**src/rtl/stage_pkg.sv**
```systemverilog
// ============================================================================
// Module   : stage_pkg
// Brief    : Shared stage encodings and role constants for stage controllers.
// Revision : 1.0 - initial release
// ============================================================================
`default_nettype none

package stage_pkg;

  localparam int c_state_w = 3;

  typedef enum logic [c_state_w-1:0] {
    ST_MENU  = 3'd0,
    ST_SYNC  = 3'd1,
    ST_GAME  = 3'd2,
    ST_OVER  = 3'd3,
    ST_PAUSE = 3'd4
  } stage_e;

  localparam logic c_role_master = 1'b0;
  localparam logic c_role_slave  = 1'b1;

endpackage

`default_nettype wire

```
**src/rtl/click_edge.sv**
```systemverilog
// ============================================================================
// Module   : click_edge
// Brief    : Rising-edge detector, one pulse per press of a level input.
// Revision : 1.0 - initial release
// ============================================================================
`default_nettype none

module click_edge (
  input  logic clk,
  input  logic rst_n,
  input  logic i_level,
  output logic o_pulse
);

  logic r_level_q;

  always_ff @(posedge clk or negedge rst_n) begin
    if (!rst_n) begin
      r_level_q <= 1'b0;
    end else begin
      r_level_q <= i_level;
    end
  end

  assign o_pulse = i_level & ~r_level_q;

endmodule

`default_nettype wire

```
**src/rtl/stage_ctrl_mp.sv**
```systemverilog
// ============================================================================
// Module   : stage_ctrl_mp
// Brief    : Multi-peer menu/sync/game/over stage controller with link mask,
//            start-ack synchronisation and winner resolution.
//            Optional pause stage enabled by defining STAGE_PAUSE_EN.
// Revision : 1.0 - initial release
// ============================================================================
`default_nettype none

module stage_ctrl_mp
  import stage_pkg::*;
#(
  parameter int NUM_PEERS    = 1,
  parameter int SYNC_TIMEOUT = 1000000,
  parameter int TMR_W        = 20
) (
  input  logic                 clk,
  input  logic                 reset_n,
  input  logic                 mouse_left,
  input  logic                 on_start_btn,
  input  logic                 on_connect_btn,
  input  logic                 on_return_btn,
  input  logic                 on_pause_btn,
  input  logic                 game_finish,
  input  logic [NUM_PEERS-1:0] rx_connect,
  input  logic [NUM_PEERS-1:0] rx_start,
  input  logic [NUM_PEERS-1:0] rx_finish,
  output logic                 tx_connect,
  output logic                 tx_start,
  output logic                 tx_finish,
  output logic                 game_init,
  output logic                 role,
  output logic [NUM_PEERS-1:0] link_mask,
  output logic                 sync_timeout,
  output logic                 local_won,
  output logic [2:0]           state
);

  stage_e               r_state, w_state_nxt;
  logic                 r_tx_connect, w_tx_connect_nxt;
  logic                 r_tx_start, w_tx_start_nxt;
  logic                 r_tx_finish, w_tx_finish_nxt;
  logic                 r_role, w_role_nxt;
  logic [NUM_PEERS-1:0] r_link_mask, w_link_mask_nxt;
  logic                 r_sync_timeout, w_sync_timeout_nxt;
  logic                 r_local_won, w_local_won_nxt;
  logic [TMR_W-1:0]     r_timer, w_timer_nxt;
  logic                 w_click;
  logic                 w_remote_fin;

  click_edge u_click_edge (
    .clk     (clk),
    .rst_n   (reset_n),
    .i_level (mouse_left),
    .o_pulse (w_click)
  );

  assign w_remote_fin = |(rx_finish & r_link_mask);

`ifndef STAGE_PAUSE_EN
  logic w_unused_pause;
  assign w_unused_pause = on_pause_btn;
`endif

  always_ff @(posedge clk or negedge reset_n) begin
    if (!reset_n) begin
      r_state        <= ST_MENU;
      r_tx_connect   <= 1'b0;
      r_tx_start     <= 1'b0;
      r_tx_finish    <= 1'b0;
      r_role         <= c_role_master;
      r_link_mask    <= '0;
      r_sync_timeout <= 1'b0;
      r_local_won    <= 1'b0;
      r_timer        <= '0;
    end else begin
      r_state        <= w_state_nxt;
      r_tx_connect   <= w_tx_connect_nxt;
      r_tx_start     <= w_tx_start_nxt;
      r_tx_finish    <= w_tx_finish_nxt;
      r_role         <= w_role_nxt;
      r_link_mask    <= w_link_mask_nxt;
      r_sync_timeout <= w_sync_timeout_nxt;
      r_local_won    <= w_local_won_nxt;
      r_timer        <= w_timer_nxt;
    end
  end

  always_comb begin
    w_state_nxt        = r_state;
    w_tx_connect_nxt   = r_tx_connect;
    w_tx_start_nxt     = r_tx_start;
    w_tx_finish_nxt    = r_tx_finish;
    w_role_nxt         = r_role;
    w_link_mask_nxt    = r_link_mask;
    w_sync_timeout_nxt = r_sync_timeout;
    w_local_won_nxt    = r_local_won;
    w_timer_nxt        = r_timer;
    case (r_state)
      ST_MENU: begin
        w_link_mask_nxt = rx_connect & {NUM_PEERS{r_tx_connect}};
        if (w_click && on_connect_btn) begin
          w_tx_connect_nxt = 1'b1;
          w_role_nxt       = (|rx_connect) ? c_role_slave : c_role_master;
        end
        // Role as registered decides who may launch SYNC this cycle.
        if (r_role == c_role_master) begin
          if (w_click && on_start_btn) begin
            w_state_nxt        = ST_SYNC;
            w_tx_start_nxt     = 1'b1;
            w_tx_connect_nxt   = 1'b0;
            w_timer_nxt        = '0;
            w_sync_timeout_nxt = 1'b0;
          end
        end else if (|(rx_start & r_link_mask)) begin
          w_state_nxt      = ST_SYNC;
          w_tx_start_nxt   = 1'b1;
          w_tx_connect_nxt = 1'b0;
        end
      end
      ST_SYNC: begin
        if (r_role == c_role_slave) begin
          w_state_nxt = ST_GAME;
        end else begin
          w_timer_nxt = r_timer + TMR_W'(1);
          if ((rx_start & r_link_mask) == r_link_mask) begin
            w_state_nxt = ST_GAME;
          end else if (r_timer == TMR_W'(SYNC_TIMEOUT - 1)) begin
            // Drop peers that never acknowledged.
            w_state_nxt        = ST_GAME;
            w_link_mask_nxt    = r_link_mask & rx_start;
            w_sync_timeout_nxt = 1'b1;
          end
        end
      end
      ST_GAME: begin
        if (game_finish) begin
          w_state_nxt     = ST_OVER;
          w_tx_start_nxt  = 1'b0;
          w_tx_finish_nxt = 1'b1;
          w_local_won_nxt = 1'b1;
        end else if (w_remote_fin) begin
          w_state_nxt     = ST_OVER;
          w_tx_start_nxt  = 1'b0;
          w_local_won_nxt = 1'b0;
        end
`ifdef STAGE_PAUSE_EN
        else if (w_click && on_pause_btn) begin
          w_state_nxt = ST_PAUSE;
        end
`endif
      end
`ifdef STAGE_PAUSE_EN
      ST_PAUSE: begin
        if (w_remote_fin) begin
          w_state_nxt     = ST_OVER;
          w_tx_start_nxt  = 1'b0;
          w_local_won_nxt = 1'b0;
        end else if (w_click && on_pause_btn) begin
          w_state_nxt = ST_GAME;
        end
      end
`endif
      ST_OVER: begin
        if (w_click && on_return_btn) begin
          w_state_nxt     = ST_MENU;
          w_tx_finish_nxt = 1'b0;
          w_link_mask_nxt = '0;
          w_local_won_nxt = 1'b0;
        end
      end
      default: begin
        w_state_nxt      = ST_MENU;
        w_tx_connect_nxt = 1'b0;
        w_tx_start_nxt   = 1'b0;
        w_tx_finish_nxt  = 1'b0;
        w_link_mask_nxt  = '0;
        w_local_won_nxt  = 1'b0;
      end
    endcase
  end

`ifdef STAGE_PAUSE_EN
  assign game_init = ~((r_state == ST_GAME) || (r_state == ST_PAUSE));
`else
  assign game_init = ~(r_state == ST_GAME);
`endif

  assign tx_connect   = r_tx_connect;
  assign tx_start     = r_tx_start;
  assign tx_finish    = r_tx_finish;
  assign role         = r_role;
  assign link_mask    = r_link_mask;
  assign sync_timeout = r_sync_timeout;
  assign local_won    = r_local_won;
  assign state        = r_state;

endmodule

`default_nettype wire

```
**config.mk**
```make
export PLATFORM = sky130hd
export DESIGN_NAME = stage_ctrl_mp
export DESIGN_NICKNAME = d
export VERILOG_FILES = /design/src/rtl/stage_pkg.sv /design/src/rtl/click_edge.sv /design/src/rtl/stage_ctrl_mp.sv
export SDC_FILE = /design/constraint.sdc
export NUM_CORES = 1
export LEC_CHECK = 0
export ABC_CLOCK_PERIOD_IN_PS = 2200
export BUFFER_PORTS_ARGS = -buffer_cell sky130_fd_sc_hd__buf_2
export CORE_ASPECT_RATIO = 0.9
export CORE_MARGIN = 1.5
export CORE_UTILIZATION = 51
export CTS_CLUSTER_DIAMETER = 30
export CTS_CLUSTER_SIZE = 16
export DETAILED_ROUTE_END_ITERATION = 12
export PLACE_DENSITY = 0.73
export REMOVE_ABC_BUFFERS = 1
export SYNTH_ARGS = -nofsm -noshare
export SYNTH_HDL_FRONTEND = slang
export SYNTH_SLANG_ARGS = --single-unit
```
**constraint.sdc**
```tcl
create_clock -name clk -period 2.2 [get_ports clk]
set_clock_uncertainty 0.2 [all_clocks]
set_input_delay 0.55 -clock clk [delete_from_list [all_inputs] [get_ports clk]]
set_output_delay 0.55 -clock clk [all_outputs]
set_load 0.1 [all_outputs]
```
* Word-level counts from Yosys, hierarchy flattened
Cells that the tools add are included.
Storage, ports and cells: register bits after elaboration 31, bits of input ports 11, output and inout port bits 11, logic and storage cells 92
Operators by class: $add $sub $neg 1, equality and inequality tests 16, muxes and demuxes 41, bitwise logic cells 8, reduce and logical (&&, ||, !) cells 16
Operators with widths (number):
- $mux 20 | 3
- $pmux 20 s2 | 1
- $mux 3 | 9
- $mux 1 | 21
- $add 20x1->20 const B | 1
- $eq 20x20->1 const B | 1
- $ne 2x2->1 const B | 7
- $pmux 3 s4 | 1
- $reduce_and 5->1 | 2
- $ne 3x3->1 const B | 3
- $pmux 1 s3 | 3
- $reduce_and 4->1 | 2
- $eq 3x2->1 const B | 2
- $reduce_and 3->1 | 2
- $reduce_and 6->1 | 1
- $and 1x1->1 | 4
- $ne 4x4->1 const B | 1
- $not 1->1 | 4
- $pmux 1 s2 | 2
- $pmux 1 s4 | 1
- $reduce_or 2->1 | 2
- $eq 3x1->1 const B | 1
- $logic_and 1x1->1 | 3
- $logic_not 3->1 | 1
- 4 further kinds | 4

* Longest topological paths before layout
Gate-level depths: netlist of the first run.
depth after elaboration 7, gate-level depth with buffers 8

* Cells and area by module
From an unflattened synthesis of the first run, not the netlist that was laid out.
Second synthesis, totals: cell total of the unflattened synthesis 161, area total of the unflattened synthesis 1669.1 µm²
By module, submodules not included:
- stage_ctrl_mp | instances 1, cells an instance 159, area each 1630.3 µm², sequential area each 725.7 µm²
- click_edge | instances 1, cells an instance 2, area each 38.8 µm², sequential area each 25.0 µm²

* Least setup slack after synthesis of the first run
OpenSTA, ideal clock, no wires.
path type register to register, start reg r_state[0] (netlist: state[0]), end reg r_tx_start (netlist: tx_start), library setup time 0.125 ns, arrival 2.849 ns, slack -0.975 ns, cell stages (with the launch flop) 7, path buffers 0, cell sequence dfrtp_1 -> inv_1 -> ha_1 -> inv_1 -> a211oi_1 -> nor4_1 -> mux2_2
On the way: cells in the longest elaborated chain, start to end 4, elaborated cells on any way between the ends 11, classes of those cells 6 x eq/ne; 1 x mux; 1 x bitwise; 3 x reduce/logical
RTL lines:
- start: declaration | line stage_ctrl_mp.sv:39 | stage_e r_state, w_state_nxt;
- start signal: assignment | line stage_ctrl_mp.sv:77 | r_state <= w_state_nxt;
- $eq 3x2->1 or $eq 3x1->1 (tied branches) | line stage_ctrl_mp.sv:99 | case (r_state)
- $reduce_or 2->1 (no line)
- $not 1->1 (no line)
- $reduce_and 4->1 (no line)
- end signal: assignment | line stage_ctrl_mp.sv:79 | r_tx_start <= w_tx_start_nxt;
- end: declaration | line stage_ctrl_mp.sv:41 | logic r_tx_start, w_tx_start_nxt;
Parallel ways exist; a longest one is shown, timed or not. A chain may end at the register's enable or synchronous reset.

* Worst setup path in the final report of the first run
start reg r_state[1] (netlist: state[1]), end out game_init
On the way: cells in the longest elaborated chain, start to end 2
RTL lines:
- $eq 3x2->1 | line stage_ctrl_mp.sv:186 | assign game_init = ~(r_state == ST_GAME);
- $not 1->1 (no line)
- end: declaration | line stage_ctrl_mp.sv:31 | output logic game_init,
Every way passes these cells.

==> results of run 1 <==
-- placed cells by master, fill, tap and decap left out, types with 3 or more instances in the layout --
| cell | n |
|---|---|
| a21oi_1 | 6 |
| xnor2_1 | 4 |
| nand4_1 | 8 |
| inv_1 | 4 |
| buf_2 | 18 |
| nand3_1 | 12 |
| dfrtp_1 | 30 |
| nor3_1 | 3 |
| buf_4 | 13 |
| clkbuf_4 | 5 |
| ha_1 | 4 |
| and3_1 | 4 |
| mux2_2 | 3 |
| nor2_1 | 21 |
| xor2_1 | 14 |
| nand2_1 | 7 |
-- path summary, 6_finish.rpt --
check	slack (ns)	start	end	cells past startpoint
worst max-delay path	0.07	state[1]$_DFFE_PN0P_	game_init	5
min in group clk	0.18	mouse_left	u_click_edge.r_level_q$_DFF_PN0_	1
worst min register to register	0.34	local_won$_DFFE_PN0P_	local_won$_DFFE_PN0P_	1
worst max register to register	0.19	r_timer[12]$_DFFE_PN0P_	state[1]$_DFFE_PN0P_	5
worst min-delay path	0.03	reset_n	r_timer[17]$_DFFE_PN0P_	1
max in group asynchronous	1.33	reset_n	local_won$_DFFE_PN0P_	1
-- cell families after synthesis --
logic type      synth area share (%)
buf+inv                        3.768
mux                            3.994
fa+ha+maj                      4.521
simple gates                   24.04
other cells                   0.2259
xor+xnor                       9.495
flops                          45.21
compound gates                 8.742
-- layout make-up --
class	instances	area, µm²
Sequential cell	30	750.7
Clock inverter	2	12.51
Clock buffer	6	51.30
Fill cell	247	1109
Tap cell	42	52.55
Inverter	6	22.52
Multi-Input combinational cell	121	873.3
Timing Repair Buffer	33	219.0
-- worst max-delay path, delay by kind of cell (launching register included) --
family | cells | cell delay, ns
buf+inv | 4 | 0.47
fa+ha+maj | 1 | 0.18
flops | 1 | 0.39
-- metrics by stage --
step / hold slack, ns / power, mW
2_1_floorplan: 0.05441 / 1.671
3_3_place_gp: 0.2797 / 2.042
3_5_place_dp: 0.3104 / 2.080
4_1_cts: 0.04758 / 2.454
5_1_grt: 0.07686 / 2.616
6_report: 0.03310 / 2.486
-- routing by layer --
layer,share of wire [%],wire [µm],GRT usage (%),vias up
li1,-,-,-,631
met1,46,1578,26.84,644
met2,49,1689,33.59,21
met3,3.9,136,5.325,5
met4,1.3,44,8.889,0
met5,0,0,0,-
-- timing repair --
item,4_1_cts,5_1_grt
gates resized for setup,1,7
pin swaps,0,1
setup endpoints to repair,1,12
buffers inserted,1,1
endpoints found under the hold margin,0,0
-- power groups by stage --
stage | sequential, mW | combinational [mW] | clock, mW
2_1_floorplan | 1.13 | 0.539 | 0
3_3_place_gp | 0.702 | 1.34 | 0
3_5_place_dp | 0.710 | 1.37 | 0
4_1_cts | 0.698 | 1.39 | 0.363
5_1_grt | 0.709 | 1.52 | 0.386
6_report | 0.701 | 1.43 | 0.351
==> flow_summary_export.csv, run 1 <==
group,metric,value,unit
synth,synth_most_common_cell,"dfrtp_1",
final_layout,post-route-util,64.13,%
die,fp.dieW,63.15,µm
sta,rsz0062_at_grt,"false",
final_layout,fin_area,1982,µm²
placed_design,gp_congestion,0.9547,
sta,setup_viol,0,
synth,synth-edff-count,0,
placed_design,numPortBuffers,19,
clock_tree,ctsHoldBuffers,0,
clock_tree,clock-sinks,30,
die,ioPinCount,22,
synth,ys_top_cells_by_count,"dfrtp_1 (30), nor2_1 (21), xor2_1 (14)",
detailed_routing,drcViolationCount,0,
synth,synth_area,1660,µm²
sta,layout_setup_ws,0.06828,ns
synth,yosysSeqAreaShare,45.21,%
power_and_ir_drop,switching_share,49.85,%
grt,grt_pass1_vias,1288,
critical_path,path_class,"flop to output pin",
clock_tree,numCtsBuffers,5,
placed_design,hpwlAfterDp,2.503,mm
sta,timing.final.crit_share,96.90,%
final_layout,finalNonFillerCells,240,
die,die_area,3607,µm²
power_and_ir_drop,p_comb_share,57.7,%
critical_path,worst_ep_required_time,1.45,ns
placed_design,place_ws,0.06438,ns
clock_tree,cts.htree.levels,2,
critical_path,cp-start-kind,"flop",
die,die_h,57.13,µm
power_and_ir_drop,intPower,1.247,mW
critical_path,cp_slowest_cell,"dfrtp_1",
power_and_ir_drop,powerDensity,1254,nW/µm²
grt,grt_overflow,0,
final_layout,top_register,"r_timer",
clock_tree,insertion_delay,0.33,ns
placed_design,place_area,1873,µm²
critical_path,cp-end-kind,"output pin",
power_and_ir_drop,seq_power_share,28.2,%
clock_tree,clockRootBuffer,"clkbuf_4",
synth,async_flop_share,100.0,%
power_and_ir_drop,p_leak,0.9406,nW
die,rows,19,
detailed_routing,drtIter0Drc,68,
critical_path,cp_max_fo,4,
clock_tree,cts_tree,"built",
grt,grt_antenna_before_repair,0,
placed_design,post-place-cells,230,
grt,track_usage,20.80,%
synth,yosysTopAreaCell,"dfrtp_1",
power_and_ir_drop,clockPowerShare,14.1,%
critical_path,path_cells,"buf_4 > ha_2 > inv_2 > buf_6 > buf_12",
die,start_util,53.72,%
job,drv_cap,0,
detailed_routing,drt_first_pass_iters,4,
sta,finalMaxSlewViolations,0,
sta,setup_tns,0,ns
synth,yosys_warnings,0,
sta,fmax,0.4691,GHz
final_layout,diodes,0,
synth,syn_inst,162,
final_layout,drive_above_1_share,29.29,%
die,coreArea,3090,µm²
final_layout,syn2layout_area_growth,19.37,%
detailed_routing,wl_per_cell,14.37,µm
synth,synth_area_per_cell,10.25,µm²
clock_tree,cts_buffer_depth,2,
sta,max_slew_margin,56.33,%
critical_path,cp_slowest_stage_delay,0.39,ns
detailed_routing,vias,1301,
detailed_routing,wl,3.449,mm
synth,yosys-top-cells-area,"dfrtp_1 (45%), xor2_1 (7.4%), nor2_1 (4.7%)",
grt,grt_max_degree,31,
final_layout,largest_reg_flops,20,
hold_path,holdCritPathClass,"input port to asynchronous set/reset pin",
grt,grt_first_pass_wirelength,5.754,mm
sta,worstMarginPinSlew,0.6550,ns
power_and_ir_drop,p_sw,1.239,mW
clock_tree,clk_pin_slew,0.10,ns
synth,synth_flop_cell,"dfrtp_1",
status,run_status,"finished, final reports clean",
final_layout,fin_nets,214,
critical_path,critPathArrivalTime,1.38,ns
synth,synth_seq_cells,30,
power_and_ir_drop,max-vdd-ir-drop,1.154,mV
sta,hold_violations,0,
synth,synth_top_area_share,45.21,%
sta,min_period,2.132,ns
synth,ys_types,43,
detailed_routing,ant_nets,0,
detailed_routing,via_per_inst,5.421,
Power figures use the tool's default switching activity.
==> run 2, diff against run 1 <==
- BUFFER_PORTS_ARGS: -buffer_cell sky130_fd_sc_hd__buf_2 -> -buffer_cell sky130_fd_sc_hd__clkbuf_2
- SKIP_LAST_GASP: not set -> 1
==> run 2 against run 1 <==
  * Clock power up 16%
  * Fmax decreased by 0.63%
  * Die area unchanged
  * Sequential cell count did not move
  * Via count fell by 1.2%
  * Sequential share of layout area rose by 0.19 points
  * Sequential power decreased by 0.9%
  * First-iteration DRC count decreased by 5.9%
  * Core utilization fell by 0.32 points
  * Hold slack improved by 0.029 ns
  * Worst setup slack lost 0.014 ns
  * Critical path type unchanged
  * Largest power group unchanged
==> flow_summary_export.csv, run 2 (synthesis gave the netlist of run 1 again) <==
group,metric,value,unit
placed_design,place_ws,0.05444,ns
critical_path,worst_ep_required_time,1.45,ns
placed_design,numPortBuffers,19,
die,start_util,53.72,%
detailed_routing,wl,3.358,mm
critical_path,path_cells,"inv_2 > ha_1 > inv_1 > buf_4 > buf_12",
grt,grt_antenna_before_repair,0,
clock_tree,cts_buffer_depth,2,
critical_path,cp-end-kind,"output pin",
clock_tree,clk_pin_slew,0.09,ns
job,drv_cap,0,
power_and_ir_drop,powerDensity,1267,nW/µm²
detailed_routing,vias,1285,
die,fp.dieW,63.15,µm
final_layout,drive_above_1_share,27.41,%
grt,grt_first_pass_wirelength,5.526,mm
sta,max_slew_margin,49.79,%
sta,finalMaxSlewViolations,0,
clock_tree,cts.htree.levels,2,
final_layout,largest_reg_flops,20,
final_layout,syn2layout_area_growth,18.76,%
power_and_ir_drop,switching_share,48.69,%
final_layout,top_register,"r_timer",
power_and_ir_drop,seq_power_share,27.8,%
final_layout,diodes,0,
power_and_ir_drop,p_comb_share,55.9,%
clock_tree,cts_tree,"built",
sta,fmax,0.4661,GHz
grt,track_usage,20.19,%
detailed_routing,drtIter0Drc,64,
clock_tree,insertion_delay,0.34,ns
placed_design,gp_congestion,0.9237,
die,die_h,57.13,µm
critical_path,cp-start-kind,"flop",
final_layout,final_cell_mix,"dfrtp_1 (30), nor2_1 (21), clkbuf_2 (17), xor2_1 (14), buf_4 (14)",
critical_path,path_class,"flop to output pin",
critical_path,critPathArrivalTime,1.40,ns
final_layout,finalNonFillerCells,239,
clock_tree,numCtsBuffers,5,
power_and_ir_drop,p_sw,1.217,mW
sta,timing.final.crit_share,97.51,%
power_and_ir_drop,intPower,1.282,mW
sta,rsz0062_at_grt,"true",
sta,min_period,2.145,ns
grt,grt_pass1_vias,1218,
placed_design,hpwlAfterDp,2.440,mm
detailed_routing,drcViolationCount,0,
detailed_routing,ant_nets,0,
detailed_routing,drt_first_pass_iters,4,
sta,setup_viol,0,
sta,worstMarginPinSlew,0.7531,ns
power_and_ir_drop,finalPower,2.499,mW
placed_design,post-place-cells,229,
detailed_routing,via_per_inst,5.377,
status,run_status,"finished, final reports clean",
final_layout,mostFrequentLayoutCell,"dfrtp_1",
power_and_ir_drop,max-vdd-ir-drop,1.162,mV
critical_path,r2r_slack,0.11,ns
power_and_ir_drop,p_leak,0.9455,nW
critical_path,cp_slowest_cell,"dfrtp_1",
detailed_routing,wl_per_cell,14.05,µm
critical_path,cp_max_fo,4,
critical_path,cp_slowest_stage_delay,0.39,ns
die,die_area,3607,µm²
clock_tree,clockRootBuffer,"clkbuf_4",
clock_tree,clock-sinks,30,
final_layout,fin_nets,213,
clock_tree,ctsHoldBuffers,0,
sta,setup_tns,0,ns
sta,layout_setup_ws,0.05468,ns
grt,grt_overflow,0,
die,rows,19,
final_layout,num-fill-cells,261,
sta,hold_violations,0,
die,ioPinCount,22,
hold_path,holdCritPathClass,"input port to asynchronous set/reset pin",
power_and_ir_drop,clockPowerShare,16.3,%
die,coreArea,3090,µm²
grt,grt_max_degree,31,
-- run 2: cell types whose count changed in the layout (fill, tap and decap cells not counted), sizes merged --
cell	delta
clkbuf	+19
clkinvlp	-1
clkinv	-1
buf	-18
-- run 2: final timing paths --
kind,startpoint,depth (start not counted),end
setup / recovery,state[0]$_DFFE_PN0P_,5,game_init
hold / removal,reset_n,1,u_click_edge.r_level_q$_DFF_PN0_
setup reg to reg,state[1]$_DFFE_PN0P_,8,r_timer[15]$_DFFE_PN0P_
hold reg to reg,tx_start$_DFFE_PN0P_,1,tx_start$_DFFE_PN0P_
max in group asynchronous,reset_n,1,tx_finish$_DFFE_PN0P_
min in group clk,mouse_left,1,u_click_edge.r_level_q$_DFF_PN0_
-- run 2: layer usage --
| layer | vias to the layer above | wire [µm] | track usage [%] |
|---|---|---|---|
| li1 | 632 | - | - |
| met1 | 620 | 1542 | 26.55 |
| met2 | 25 | 1610 | 31.16 |
| met3 | 8 | 142 | 5.917 |
| met4 | 0 | 62 | 9.206 |
| met5 | - | 0 | 0 |
-- run 2: stage by stage --
stage / util [%] / cell area, µm² / hold slack, ns
finish: 63.81 / 1972 / 0.06235
CTS: 63.24 / 1954 / 0.08045
floorplan: - / 1620 / 0.05441
detailed placement: 60.45 / 1868 / 0.3034
global route: 63.81 / 1972 / 0.1192
global placement: 60.45 / 1868 / 0.2854
-- run 2: final cells by class --
cell class | instances | area [µm²] | share of cell area, %
flip-flops and latches | 30 | 750.7 | 38.07
well taps | 42 | 52.55 | 2.665
inverters | 6 | 22.52 | 1.142
repair buffers | 32 | 210.2 | 10.66
multi-input cells | 121 | 857.1 | 43.46
clock buffers | 8 | 78.83 | 3.997
-- run 2: power by group through the flow --
stage	logic [mW]	registers (mW)	clock network, mW
2_1_floorplan	0.539	1.13	0
3_5_place_dp	1.37	0.710	0
5_1_grt	1.48	0.705	0.441
3_3_place_gp	1.33	0.705	0
6_report	1.40	0.695	0.406
4_1_cts	1.39	0.695	0.421
-- run 2: timing repair --
item,CTS,global route
endpoints found under the hold margin,0,0
resized for setup,1,2
setup buffers,1,1
pin swaps,0,1
endpoints found under the setup margin,1,8
-- run 2: worst max-delay path, delay by kind of cell, from the launching register on --
family / cells / cell delay, ns
adders and majority gates: 1 / 0.20
DFF: 1 / 0.39
buffers and inverters: 4 / 0.46
